[config.mk]
export PLATFORM = sky130hd
export DESIGN_NAME = game_state_ctrl
export DESIGN_NICKNAME = d
export VERILOG_FILES = /design/src/rtl/gsc_pkg.sv /design/src/rtl/gsc_sec_prescaler.sv /design/src/rtl/game_state_ctrl.sv
export SDC_FILE = /design/constraint.sdc
export NUM_CORES = 1
export LEC_CHECK = 0
export ABC_AREA = 1
export BUFFER_PORTS_ARGS = -buffer_cell sky130_fd_sc_hd__buf_2
export CELL_PAD_IN_SITES_DETAIL_PLACEMENT = 2
export CELL_PAD_IN_SITES_GLOBAL_PLACEMENT = 2
export CORE_ASPECT_RATIO = 1.2
export CORE_UTILIZATION = 35
export CTS_CLUSTER_DIAMETER = 60
export DETAILED_ROUTE_END_ITERATION = 7
export PLACE_DENSITY = 0.93
export SKIP_CTS_REPAIR_TIMING = 1
export SLEW_MARGIN = 0
export SYNTH_ARGS = -nofsm -noshare
export SYNTH_HDL_FRONTEND = slang
export SYNTH_SLANG_ARGS = --single-unit
[constraint.sdc]
create_clock -name clk_1mhz -period 5.2 [get_ports clk_1mhz]
set_input_delay 0.26 -clock clk_1mhz [delete_from_list [all_inputs] [get_ports clk_1mhz]]
set_output_delay 0.26 -clock clk_1mhz [all_outputs]
set_load 0.02 [all_outputs]
[src/rtl/gsc_pkg.sv]
// Shared encodings and helpers for the mole-game flow controller.
package gsc_pkg;

    typedef enum logic [2:0] {
        StReady      = 3'd0,
        StPlaying    = 3'd1,
        StPaused     = 3'd2,
        StStageClear = 3'd3,
        StGameOver   = 3'd4,
        StGameClear  = 3'd5
    } state_e;

    typedef enum logic [3:0] {
        CmdHit     = 4'd1,
        CmdMiss    = 4'd2,
        CmdPause   = 4'd4,
        CmdResume  = 4'd5,
        CmdStart   = 4'd8,
        CmdNewGame = 4'd15
    } cmd_e;

    localparam int unsigned QuotaW = 7;

    // Hits required to clear a 1-based stage.
    function automatic logic [QuotaW-1:0] quota_for(input int unsigned stage_num,
                                                    input int unsigned base,
                                                    input int unsigned step);
        int unsigned q;
        q = base + (stage_num - 1) * step;
        return QuotaW'(q);
    endfunction

endpackage

[src/rtl/gsc_sec_prescaler.sv]
// Divides the system clock down to a one-cycle tick per second of game time.
module gsc_sec_prescaler #(
    parameter int unsigned CLK_HZ = 1000000
) (
    input  logic clk,
    input  logic rst,
    input  logic clear,
    input  logic enable,
    output logic tick
);
    localparam int unsigned CntW = (CLK_HZ > 1) ? $clog2(CLK_HZ) : 1;
    localparam logic [CntW-1:0] Terminal = CntW'(CLK_HZ - 1);

    logic [CntW-1:0] cnt_q, cnt_d;

    assign tick = enable && (cnt_q == Terminal);

    always_comb begin
        cnt_d = cnt_q;
        if (clear) begin
            cnt_d = '0;
        end else if (tick) begin
            cnt_d = '0;
        end else if (enable) begin
            cnt_d = cnt_q + 1'b1;
        end
    end

    always_ff @(posedge clk or posedge rst) begin
        if (rst) begin
            cnt_q <= '0;
        end else begin
            cnt_q <= cnt_d;
        end
    end

endmodule

[src/rtl/game_state_ctrl.sv]
// Game-flow controller for the mole game: FSM plus stage/lives/score/timer state.
// Define GSC_COMBO_EN to enable the consecutive-HIT combo bonus.
module game_state_ctrl
    import gsc_pkg::*;
#(
    parameter int unsigned CLK_HZ     = 1000000,
    parameter int unsigned NUM_STAGES = 3,
    parameter int unsigned MAX_LIVES  = 3,
    parameter int unsigned SCORE_W    = 10,
    parameter int unsigned TIMER_W    = 7,
    parameter int unsigned READY_SEC  = 4,
    parameter int unsigned PLAY_SEC   = 60,
    parameter int unsigned CLEAR_SEC  = 3,
    parameter int unsigned BASE_QUOTA = 30,
    parameter int unsigned QUOTA_STEP = 5
) (
    input  logic                              clk_1mhz,
    input  logic                              rst,
    input  logic                              cmd_valid,
    input  logic [3:0]                        cmd_code,
    output logic                              cmd_done,
    output logic                              cmd_err,
    output logic                              sec_tick,
    output logic [2:0]                        state,
    output logic [$clog2(NUM_STAGES+1)-1:0]   stage,
    output logic [$clog2(MAX_LIVES+1)-1:0]    lives,
    output logic [TIMER_W-1:0]                timer,
    output logic [QuotaW-1:0]                 quota_left,
    output logic [SCORE_W-1:0]                score,
    output logic [SCORE_W-1:0]                high_score,
    output logic                              hs_updated
);
    localparam int unsigned StageW = $clog2(NUM_STAGES + 1);
    localparam int unsigned LivesW = $clog2(MAX_LIVES + 1);
    localparam int unsigned SumW   = SCORE_W + 1;
    localparam logic [QuotaW-1:0] FirstQuota = quota_for(1, BASE_QUOTA, QUOTA_STEP);

    state_e               state_q, state_d;
    logic [StageW-1:0]    stage_q, stage_d;
    logic [LivesW-1:0]    lives_q, lives_d;
    logic [TIMER_W-1:0]   timer_q, timer_d;
    logic [QuotaW-1:0]    quota_q, quota_d;
    logic [SCORE_W-1:0]   score_q, score_d, score_hit;
    logic [SCORE_W-1:0]   hs_q, hs_d;
    logic                 hsu_q, hsu_d;
    logic                 done_q, err_q, err_d, tick_q, tick_d;
    logic                 tick, run_en, timer_load, expire, finish, valid_state;
    logic [1:0]           hit_inc;
    logic [SumW-1:0]      score_sum;
`ifdef GSC_COMBO_EN
    logic [2:0]           combo_q, combo_d;
`endif

    gsc_sec_prescaler #(
        .CLK_HZ(CLK_HZ)
    ) u_prescaler (
        .clk    (clk_1mhz),
        .rst    (rst),
        .clear  (timer_load),
        .enable (run_en),
        .tick   (tick)
    );

    assign valid_state = state_q inside {StReady, StPlaying, StPaused,
                                         StStageClear, StGameOver, StGameClear};
    assign run_en      = state_q inside {StReady, StPlaying, StStageClear};
    assign expire      = tick && (timer_q == TIMER_W'(1));

`ifdef GSC_COMBO_EN
    assign hit_inc = (combo_q >= 3'd4) ? 2'd2 : 2'd1;
`else
    assign hit_inc = 2'd1;
`endif
    assign score_sum = {1'b0, score_q} + SumW'(hit_inc);
    assign score_hit = score_sum[SCORE_W] ? '1 : score_sum[SCORE_W-1:0];

    always_comb begin
        state_d    = state_q;
        stage_d    = stage_q;
        lives_d    = lives_q;
        timer_d    = timer_q;
        quota_d    = quota_q;
        score_d    = score_q;
        hs_d       = hs_q;
        hsu_d      = hsu_q;
        err_d      = 1'b0;
        timer_load = 1'b0;
        finish     = 1'b0;
        tick_d     = tick && (timer_q != '0);
`ifdef GSC_COMBO_EN
        combo_d    = combo_q;
`endif
        // A load in the same cycle overrides the plain decrement.
        if (tick_d) begin
            timer_d = timer_q - 1'b1;
        end

        if (!valid_state) begin
            state_d    = StReady;
            timer_d    = TIMER_W'(READY_SEC);
            timer_load = 1'b1;
            err_d      = cmd_valid;
        end else if (expire) begin
            err_d = cmd_valid;
            case (state_q)
                StReady: begin
                    state_d    = StPlaying;
                    timer_d    = TIMER_W'(PLAY_SEC);
                    timer_load = 1'b1;
                end
                StPlaying: begin
                    state_d = StGameOver;
                    finish  = 1'b1;
                end
                StStageClear: begin
                    state_d    = StReady;
                    stage_d    = stage_q + 1'b1;
                    timer_d    = TIMER_W'(READY_SEC);
                    quota_d    = quota_for(32'(stage_q) + 1, BASE_QUOTA, QUOTA_STEP);
                    timer_load = 1'b1;
`ifdef GSC_COMBO_EN
                    combo_d    = '0;
`endif
                end
                default: ;
            endcase
        end else if (cmd_valid) begin
            case (cmd_code)
                CmdHit: begin
                    if (state_q == StPlaying) begin
                        score_d = score_hit;
                        quota_d = (quota_q != '0) ? quota_q - 1'b1 : '0;
`ifdef GSC_COMBO_EN
                        combo_d = (combo_q != 3'd7) ? combo_q + 1'b1 : combo_q;
`endif
                        if (quota_d == '0) begin
                            if (stage_q == StageW'(NUM_STAGES)) begin
                                state_d = StGameClear;
                                finish  = 1'b1;
                            end else begin
                                state_d    = StStageClear;
                                timer_d    = TIMER_W'(CLEAR_SEC);
                                timer_load = 1'b1;
                            end
                        end
                    end else begin
                        err_d = 1'b1;
                    end
                end
                CmdMiss: begin
                    if (state_q == StPlaying) begin
                        lives_d = (lives_q != '0) ? lives_q - 1'b1 : '0;
`ifdef GSC_COMBO_EN
                        combo_d = '0;
`endif
                        if (lives_d == '0) begin
                            state_d = StGameOver;
                            finish  = 1'b1;
                        end
                    end else begin
                        err_d = 1'b1;
                    end
                end
                CmdPause: begin
                    if (state_q == StPlaying) begin
                        state_d = StPaused;
`ifdef GSC_COMBO_EN
                        combo_d = '0;
`endif
                    end else begin
                        err_d = 1'b1;
                    end
                end
                CmdResume: begin
                    if (state_q == StPaused) state_d = StPlaying;
                    else err_d = 1'b1;
                end
                CmdStart: begin
                    if (state_q == StReady) begin
                        state_d    = StPlaying;
                        timer_d    = TIMER_W'(PLAY_SEC);
                        timer_load = 1'b1;
                    end else begin
                        err_d = 1'b1;
                    end
                end
                CmdNewGame: begin
                    state_d    = StReady;
                    stage_d    = StageW'(1);
                    lives_d    = LivesW'(MAX_LIVES);
                    timer_d    = TIMER_W'(READY_SEC);
                    quota_d    = FirstQuota;
                    score_d    = '0;
                    hsu_d      = 1'b0;
                    timer_load = 1'b1;
`ifdef GSC_COMBO_EN
                    combo_d    = '0;
`endif
                end
                default: err_d = 1'b1;
            endcase
        end

        if (finish) begin
            hsu_d = score_d > hs_q;
            if (score_d > hs_q) hs_d = score_d;
        end
    end

    always_ff @(posedge clk_1mhz or posedge rst) begin
        if (rst) begin
            state_q <= StReady;
            stage_q <= StageW'(1);
            lives_q <= LivesW'(MAX_LIVES);
            timer_q <= TIMER_W'(READY_SEC);
            quota_q <= FirstQuota;
            score_q <= '0;
            hs_q    <= '0;
            hsu_q   <= 1'b0;
            done_q  <= 1'b0;
            err_q   <= 1'b0;
            tick_q  <= 1'b0;
`ifdef GSC_COMBO_EN
            combo_q <= '0;
`endif
        end else begin
            state_q <= state_d;
            stage_q <= stage_d;
            lives_q <= lives_d;
            timer_q <= timer_d;
            quota_q <= quota_d;
            score_q <= score_d;
            hs_q    <= hs_d;
            hsu_q   <= hsu_d;
            done_q  <= cmd_valid;
            err_q   <= err_d;
            tick_q  <= tick_d;
`ifdef GSC_COMBO_EN
            combo_q <= combo_d;
`endif
        end
    end

    assign state      = state_q;
    assign stage      = stage_q;
    assign lives      = lives_q;
    assign timer      = timer_q;
    assign quota_left = quota_q;
    assign score      = score_q;
    assign high_score = hs_q;
    assign hs_updated = hsu_q;
    assign cmd_done   = done_q;
    assign cmd_err    = err_q;
    assign sec_tick   = tick_q;

endmodule
==> results_tabular.tex, run 1 <==
\begin{tabular}{lr}
\hline
Metric & Value \\
\hline
\multicolumn{2}{l}{\textbf{Run status}} \\
Outcome & finished, final reports clean \\
\multicolumn{2}{l}{\textbf{STA}} \\
Hold violation total from the final report & 0 \\
Rel. slew slack & 39.7\% \\
Highest Clock Rate & 244 MHz \\
Unrepaired setup endpoints after global routing & no \\
Clock skew after layout & 0.00732 ns \\
Actual slew at the worst max-slew pin & 0.904 ns \\
Number of failing setup endpoints in the final timing report & 0 \\
Final period utilization & 78.7\% \\
Final Max Tran Viols & 0 \\
Final min period & 4.09 ns \\
Setup TNS & 0 ns \\
\multicolumn{2}{l}{\textbf{Cells and area}} \\
Total area of multi-input combinational cells & 2610 um2 \\
Fillcell total & 1600 \\
Final nets & 756 \\
Combined flip-flop and latch cell area & 1640 um2 \\
Fin area & 5420 um2 \\
Area Growth Syn to Fin & 15.2\% \\
Fraction of layout instances using a drive strength above 1 & 17.1\% \\
Antenna diode count & 0 \\
\multicolumn{2}{l}{\textbf{GRT}} \\
Total Routing Usage GR & 28.1\% \\
Antenna violations before repair & 0 \\
Maximum number of pins on one net before global-route repair & 66 \\
Global-route wire length before repair & 29700 um \\
Via count of the first global-routing pass & 5591 \\
Total overflow reported by the global router & 0 \\
\multicolumn{2}{l}{\textbf{Logic synthesis}} \\
Most used flip-flop cell after synthesis & sky130\_fd\_sc\_hd\_\_dfrtp\_1 \\
Total number of yosys warnings & 0 \\
Proportion of netlist area held by the largest area contributor & 30.3\% \\
Cell type contributing the most total cell area after synthesis & sky130\_fd\_sc\_hd\_\_dfrtp\_1 \\
Top cells by area in the synthesized netlist & sky130\_fd\_sc\_hd\_\_dfrtp\_1 (30\%), sky130\_fd\_sc\_hd\_\_nand2\_1 (15\%), sky130\_fd\_sc\_hd\_\_inv\_1 (7.3\%) \\
Flop and latch count out of synthesis & 65 \\
Async set or reset register ratio after synthesis & 100\% \\
Number of distinct library cell variants in the gate-level netlist after synthesis & 44 \\
Post-synth design cell area & 4700 um2 \\
Number of instances in the synthesized netlist & 680 \\
EDFF count, synth & 0 \\
Mean area per synthesized cell & 6.92 um2 \\
Register area share after synthesis & 34.8\% \\
Top post-synthesis cells by count & sky130\_fd\_sc\_hd\_\_nand2\_1 (182), sky130\_fd\_sc\_hd\_\_inv\_1 (91), sky130\_fd\_sc\_hd\_\_nor2\_1 (72) \\
Number of nets in the synthesized netlist & 706 \\
Cell with the most instances after synthesis & sky130\_fd\_sc\_hd\_\_nand2\_1 \\
\multicolumn{2}{l}{\textbf{Place}} \\
Placement-stage cell area & 5090 um2 \\
Total of buffers placed on input and output ports & 51 \\
Routability Congestion & 0.879 \\
Half-perimeter wire length after placement & 13200 um \\
\multicolumn{2}{l}{\textbf{Power}} \\
Sw power & 1010 uW \\
Share of total power in the clock network & 29.0\% \\
IR Drop Worst-Case VDD & 195 uV \\
Power per cell area & 434 nW/um2 \\
Reg power frac & 31.3\% \\
Net switching fraction of the power & 43.2\% \\
Relative contribution of combinational cells to total power & 39.8\% \\
Leakage power & 0.00277 uW \\
Internal power contribution & 1330 uW \\
\multicolumn{2}{l}{\textbf{Worst setup path}} \\
Capturing element type of the critical path & register \\
Critical path data arrival time & 4.33 ns \\
Endpoint of the most critical register-to-register path & high\_score[9] \\
Register-to-register path setup slack & 1.11 ns \\
Beginning of the critical path & state[1] \\
Category of the most critical setup path & reg -> reg \\
R2R Path Start & state[1] \\
Startpoint types & register \\
CP Data Required Time & 5.43 ns \\
Path depth of the worst reg2reg path & 19 \\
Maximum fanout count along the critical path & 16 \\
\multicolumn{2}{l}{\textbf{Die}} \\
Area of the core & 13200 um2 \\
Total number of placement rows & 46 \\
Area of the die & 13900 um2 \\
Initial core utilization & 35.7\% \\
Die boundary width & 108 um \\
Number of top-level pins & 52 \\
Chip height & 129 um \\
\multicolumn{2}{l}{\textbf{Worst hold path}} \\
Hold Path Cell Cnt & 1 \\
Worst Min Path Start & cmd\_valid \\
Class of the most critical hold timing path & in -> reg \\
Terminating pin of the worst hold path & cmd\_done \\
\multicolumn{2}{l}{\textbf{Drt}} \\
Number of routed nets with antenna violations & 0 \\
Vias & 4962 \\
Violation count after the first detailed-route iteration & 164 \\
Detailed-router iteration count before antenna repair & 4 \\
Detail-routed via count per cell & 5.50 \\
Final Routed Wirelength & 18200 um \\
Routed wire per std cell & 20.2 um \\
Total DRC errors in the routed layout & 0 \\
\multicolumn{2}{l}{\textbf{CTS}} \\
Source-to-sink clock delay at the later pin of the worst-skew pair & 0.35 ns \\
Clock tree from TritonCTS & yes \\
Number of buffers inserted during clock tree synthesis & 9 \\
Library cell used as clock root buffer & sky130\_fd\_sc\_hd\_\_clkbuf\_16 \\
Buffer levels on the longest clock path & 2 \\
H-Tree Level Count & 3 \\
Number of sinks driven by the clock tree & 65 \\
Clk slew on worst S/H paths & 0.06 ns \\
\multicolumn{2}{l}{\textbf{Run}} \\
Maximum capacitance violations & 0 \\
\hline
\end{tabular}
-- layout by cell type (no fill, tap or decap), types with 3 or more instances in the layout --
cell type and n:
sky130_fd_sc_hd__a21oi_1 17, sky130_fd_sc_hd__a21oi_2 12, sky130_fd_sc_hd__buf_2 51, sky130_fd_sc_hd__clkbuf_16 9, sky130_fd_sc_hd__clkbuf_8 5, sky130_fd_sc_hd__dfrtp_1 57
sky130_fd_sc_hd__dfstp_2 8, sky130_fd_sc_hd__ha_1 19, sky130_fd_sc_hd__inv_1 90, sky130_fd_sc_hd__inv_2 7, sky130_fd_sc_hd__nand2_1 182, sky130_fd_sc_hd__nand2_2 9
sky130_fd_sc_hd__nand3_1 67, sky130_fd_sc_hd__nand3_2 5, sky130_fd_sc_hd__nand3b_1 3, sky130_fd_sc_hd__nand4_1 25, sky130_fd_sc_hd__nor2_1 72, sky130_fd_sc_hd__nor2_2 4
sky130_fd_sc_hd__nor3_1 19, sky130_fd_sc_hd__nor3_2 3, sky130_fd_sc_hd__o21ai_0 19, sky130_fd_sc_hd__o21ai_1 9, sky130_fd_sc_hd__o22ai_1 5, sky130_fd_sc_hd__or2_2 4
sky130_fd_sc_hd__xor2_1 7
-- worst max-delay path by stage --
stage	to	slack [ns]	depth (start not counted)
CTS	high_score[9]	1.11	19
global route	high_score[1]	0.78	19
detailed placement	high_score[2]	1.32	19
global placement	high_score[1]	1.70	19
floorplan	high_score[2]	2.38	19
finish	high_score[9]	1.11	19
-- registers in the layout, summed over array words and instances (netlist names) --
signal,cells
quota_left,7
cmd_done,1
u_prescaler.cnt_q,20
state,3
high_score,10
lives,2
stage,2
score,10
timer,7
cmd_err,1
hs_updated,1
sec_tick,1
-- kinds of logic (layout without fill, tap and decap cells) --
kind of cell / Yosys count / in the layout / share of synthesized area, %
flops: 65 / 65 / 34.8
buf+inv: 111 / 166 / 9.68
compound gates: 77 / 77 / 10.3
fa+ha+maj: 19 / 19 / 5.05
simple gates: 400 / 400 / 38.7
xor+xnor: 8 / 8 / 1.49
-- worst max-delay path: stages, from the launching register on --
cell and delay (ns):
sky130_fd_sc_hd__dfrtp_1 0.44, sky130_fd_sc_hd__inv_2 0.12, sky130_fd_sc_hd__o21ai_4 0.45, sky130_fd_sc_hd__nor2_4 0.11, sky130_fd_sc_hd__nand3_4 0.23, sky130_fd_sc_hd__nand3_2 0.26
sky130_fd_sc_hd__inv_2 0.20, sky130_fd_sc_hd__nand3_1 0.11, sky130_fd_sc_hd__nand2_1 0.08, sky130_fd_sc_hd__inv_1 0.08, sky130_fd_sc_hd__ha_1 0.31, sky130_fd_sc_hd__nand2_1 0.08
sky130_fd_sc_hd__nor2_1 0.24, sky130_fd_sc_hd__nand4_1 0.18, sky130_fd_sc_hd__nor2_1 0.14, sky130_fd_sc_hd__o21bai_1 0.09, sky130_fd_sc_hd__inv_1 0.28, sky130_fd_sc_hd__nand3_2 0.31
sky130_fd_sc_hd__nand2_1 0.16, sky130_fd_sc_hd__nand2_1 0.08
-- per-stage QoR --
step                hold WS, ns  power, uW  util, %  setup WS [ns]  instances
floorplan                 0.291       1360        -           2.38        680
global placement          0.469       1580     38.6           1.70        887
detailed placement        0.479       1660     38.6           1.32        887
CTS                       0.151       2370     41.1           1.11        903
global route              0.159       2500     41.1          0.781        903
finish                    0.166       2350     41.1           1.11        903
-- layout make-up --
cell class                 count  area share (%)
clock buffer                  15            5.50
sequential                    65            30.2
timing repair buffer          52            4.85
multi-input combinational    504            48.2
clock inverter                 1           0.554
inverter                      98            6.79
tap                          168            3.88
-- per-layer routing --
layer | track usage, % | wire (um) | vias to the layer above
met5 | 0 | 0 | -
met3 | 4.36 | 490 | 47
li1 | - | - | 2310
met2 | 52.3 | 9820 | 101
met4 | 15.0 | 677 | 0
met1 | 30.2 | 7250 | 2504
-- power by group through the flow --
stage	sequential, uW	clock, uW	combinational, uW
6_report	735	680	934
5_1_grt	748	712	1030
4_1_cts	734	690	945
3_5_place_dp	739	0	919
3_3_place_gp	731	0	852
2_1_floorplan	803	0	557
(Power assumes the default switching activity.)
==> inputs of run 2 (changes only) <==
- CORE_UTILIZATION: 35 -> 30
- PLACE_DENSITY: 0.93 -> 0.86
- clock period: 5.2 -> 3.65 ns (I/O delays scaled with it)
==> results_tabular.tex, run 2 (same netlist as run 1, synthesis figures left out) <==
\begin{tabular}{lr}
\hline
Metric & Value \\
\hline
\multicolumn{2}{l}{\textbf{Cells and area}} \\
Antenna diode count & 0 \\
Fraction of layout instances using a drive strength above 1 & 18.8\% \\
Commonest cells after routing, fill and taps aside & sky130\_fd\_sc\_hd\_\_nand2\_1 (182), sky130\_fd\_sc\_hd\_\_inv\_1 (88), sky130\_fd\_sc\_hd\_\_nor2\_1 (72), sky130\_fd\_sc\_hd\_\_nand3\_1 (67), sky130\_fd\_sc\_hd\_\_dfrtp\_1 (57) \\
Number of flip-flops under the largest register name & 20 \\
Final nets & 767 \\
Most flops, register & u\_prescaler.cnt\_q \\
Area Growth Syn to Fin & 17.6\% \\
Final core area utilization & 36.5\% \\
Most frequent standard cell in the layout excluding fill and tap cells & sky130\_fd\_sc\_hd\_\_nand2\_1 \\
Fin area & 5530 um2 \\
\multicolumn{2}{l}{\textbf{Run status}} \\
Outcome & finished with violations \\
Violated checks & negative hold slack \\
\multicolumn{2}{l}{\textbf{GRT}} \\
Global-route wire length before repair & 29500 um \\
Via count of the first global-routing pass & 5600 \\
Maximum number of pins on one net before global-route repair & 34 \\
Antenna violations before repair & 0 \\
Total Routing Usage GR & 24.0\% \\
Total overflow reported by the global router & 0 \\
\multicolumn{2}{l}{\textbf{Drt}} \\
Routed wire per std cell & 19.3 um \\
Vias & 4897 \\
Number of routed nets with antenna violations & 0 \\
Total DRC errors in the routed layout & 0 \\
Detailed-router iteration count before antenna repair & 4 \\
Final Routed Wirelength & 18300 um \\
Detail-routed via count per cell & 5.15 \\
Violation count after the first detailed-route iteration & 186 \\
\multicolumn{2}{l}{\textbf{Power}} \\
Power per cell area & 603 nW/um2 \\
Leakage power & 0.00279 uW \\
IR Drop Worst-Case VDD & 274 uV \\
\multicolumn{2}{l}{\textbf{Die}} \\
Number of top-level pins & 52 \\
Area of the core & 15100 um2 \\
Chip height & 139 um \\
Die boundary width & 116 um \\
Total number of placement rows & 49 \\
Area of the die & 16200 um2 \\
Initial core utilization & 31.1\% \\
\multicolumn{2}{l}{\textbf{STA}} \\
Final period utilization & 92.0\% \\
Rel. slew slack & 46.9\% \\
Final Max Tran Viols & 0 \\
Highest Clock Rate & 298 MHz \\
Hold violation total from the final report & 29 \\
Actual slew at the worst max-slew pin & 0.795 ns \\
Setup TNS & 0 ns \\
Clock skew after layout & 0.00973 ns \\
Final min period & 3.36 ns \\
Number of failing setup endpoints in the final timing report & 0 \\
Hold\_ws & -0.0285 ns \\
\multicolumn{2}{l}{\textbf{Worst hold path}} \\
Class of the most critical hold timing path & in -> async \\
\multicolumn{2}{l}{\textbf{CTS}} \\
Clk slew on worst S/H paths & 0.06 ns \\
Clock tree from TritonCTS & yes \\
Number of buffers inserted during clock tree synthesis & 9 \\
Source-to-sink clock delay at the later pin of the worst-skew pair & 0.36 ns \\
H-Tree Level Count & 3 \\
Number of sinks driven by the clock tree & 65 \\
Library cell used as clock root buffer & sky130\_fd\_sc\_hd\_\_clkbuf\_16 \\
Buffer levels on the longest clock path & 2 \\
\multicolumn{2}{l}{\textbf{Worst setup path}} \\
R2R Path Start & u\_prescaler.cnt\_q[0] \\
Maximum fanout count along the critical path & 11 \\
Capturing element type of the critical path & register \\
Category of the most critical setup path & reg -> reg \\
Path depth of the worst reg2reg path & 20 \\
Endpoint of the most critical register-to-register path & high\_score[8] \\
Critical path data arrival time & 3.60 ns \\
Startpoint types & register \\
Register-to-register path setup slack & 0.29 ns \\
Beginning of the critical path & u\_prescaler.cnt\_q[0] \\
CP Data Required Time & 3.89 ns \\
\multicolumn{2}{l}{\textbf{Place}} \\
Placement-stage cell area & 5200 um2 \\
Half-perimeter wire length after placement & 13700 um \\
Routability Congestion & 0.844 \\
Total of buffers placed on input and output ports & 51 \\
\multicolumn{2}{l}{\textbf{Run}} \\
Maximum capacitance violations & 0 \\
\hline
\end{tabular}
-- run 2: routing by layer --
layer | share of wire (%) | track usage [%] | vias to the layer above
met5 | 0 | 0 | -
met4 | 4.2 | 12.3 | 0
met3 | 2.5 | 3.10 | 44
met2 | 55 | 44.3 | 81
met1 | 39 | 26.1 | 2438
li1 | - | - | 2334
-- run 2: worst max path at each step --
stage / end / slack (ns) / cells after the start
2_1_floorplan: high_score[2] / 0.83 / 19
3_3_place_gp: high_score[9] / 0.36 / 20
3_5_place_dp: high_score[8] / 0.06 / 18
4_1_cts: high_score[8] / 0.02 / 19
5_1_grt: high_score[1] / -0.04 / 20
6_report: high_score[8] / 0.29 / 20
-- run 2: worst max-delay path: stages, from the launching register on --
cell and delay (ns):
sky130_fd_sc_hd__dfrtp_1 0.47, sky130_fd_sc_hd__ha_1 0.24, sky130_fd_sc_hd__nand2_2 0.09, sky130_fd_sc_hd__nor2_4 0.15, sky130_fd_sc_hd__nand2_2 0.12, sky130_fd_sc_hd__nor2_4 0.15
sky130_fd_sc_hd__nand3_4 0.12, sky130_fd_sc_hd__nand3_4 0.15, sky130_fd_sc_hd__inv_2 0.10, sky130_fd_sc_hd__nand2_1 0.09, sky130_fd_sc_hd__nand2_1 0.14, sky130_fd_sc_hd__ha_1 0.32
sky130_fd_sc_hd__nand2_1 0.06, sky130_fd_sc_hd__nor2_1 0.17, sky130_fd_sc_hd__nand4_1 0.14, sky130_fd_sc_hd__nor2_1 0.11, sky130_fd_sc_hd__o21bai_1 0.09, sky130_fd_sc_hd__inv_2 0.18
sky130_fd_sc_hd__nand3_4 0.17, sky130_fd_sc_hd__nand2_1 0.10, sky130_fd_sc_hd__nand2_1 0.05
-- run 2: power by group --
part	internal [uW]	switching (uW)
logic	431	962
registers	882	174
clock network	517	370
total	1830	1510
-- run 2: final cells by class --
class / instances / area, um2
fill: 1835 / 9610
multi-input combinational: 504 / 2630
sequential: 65 / 1640
inverter: 98 / 368
timing repair buffer: 63 / 345
clock buffer: 13 / 270
tap: 204 / 255
clock inverter: 3 / 23.8
-- run 2: metrics by stage --
| step | std cells | total power, uW | setup WS, ns |
|---|---|---|---|
| 2_1_floorplan | 680 | 1940 | 0.830 |
| 3_3_place_gp | 932 | 2300 | 0.364 |
| 3_5_place_dp | 932 | 2400 | 0.0611 |
| 4_1_cts | 948 | 3320 | 0.0190 |
| 5_1_grt | 950 | 3550 | -0.0376 |
| 6_report | 950 | 3340 | 0.292 |
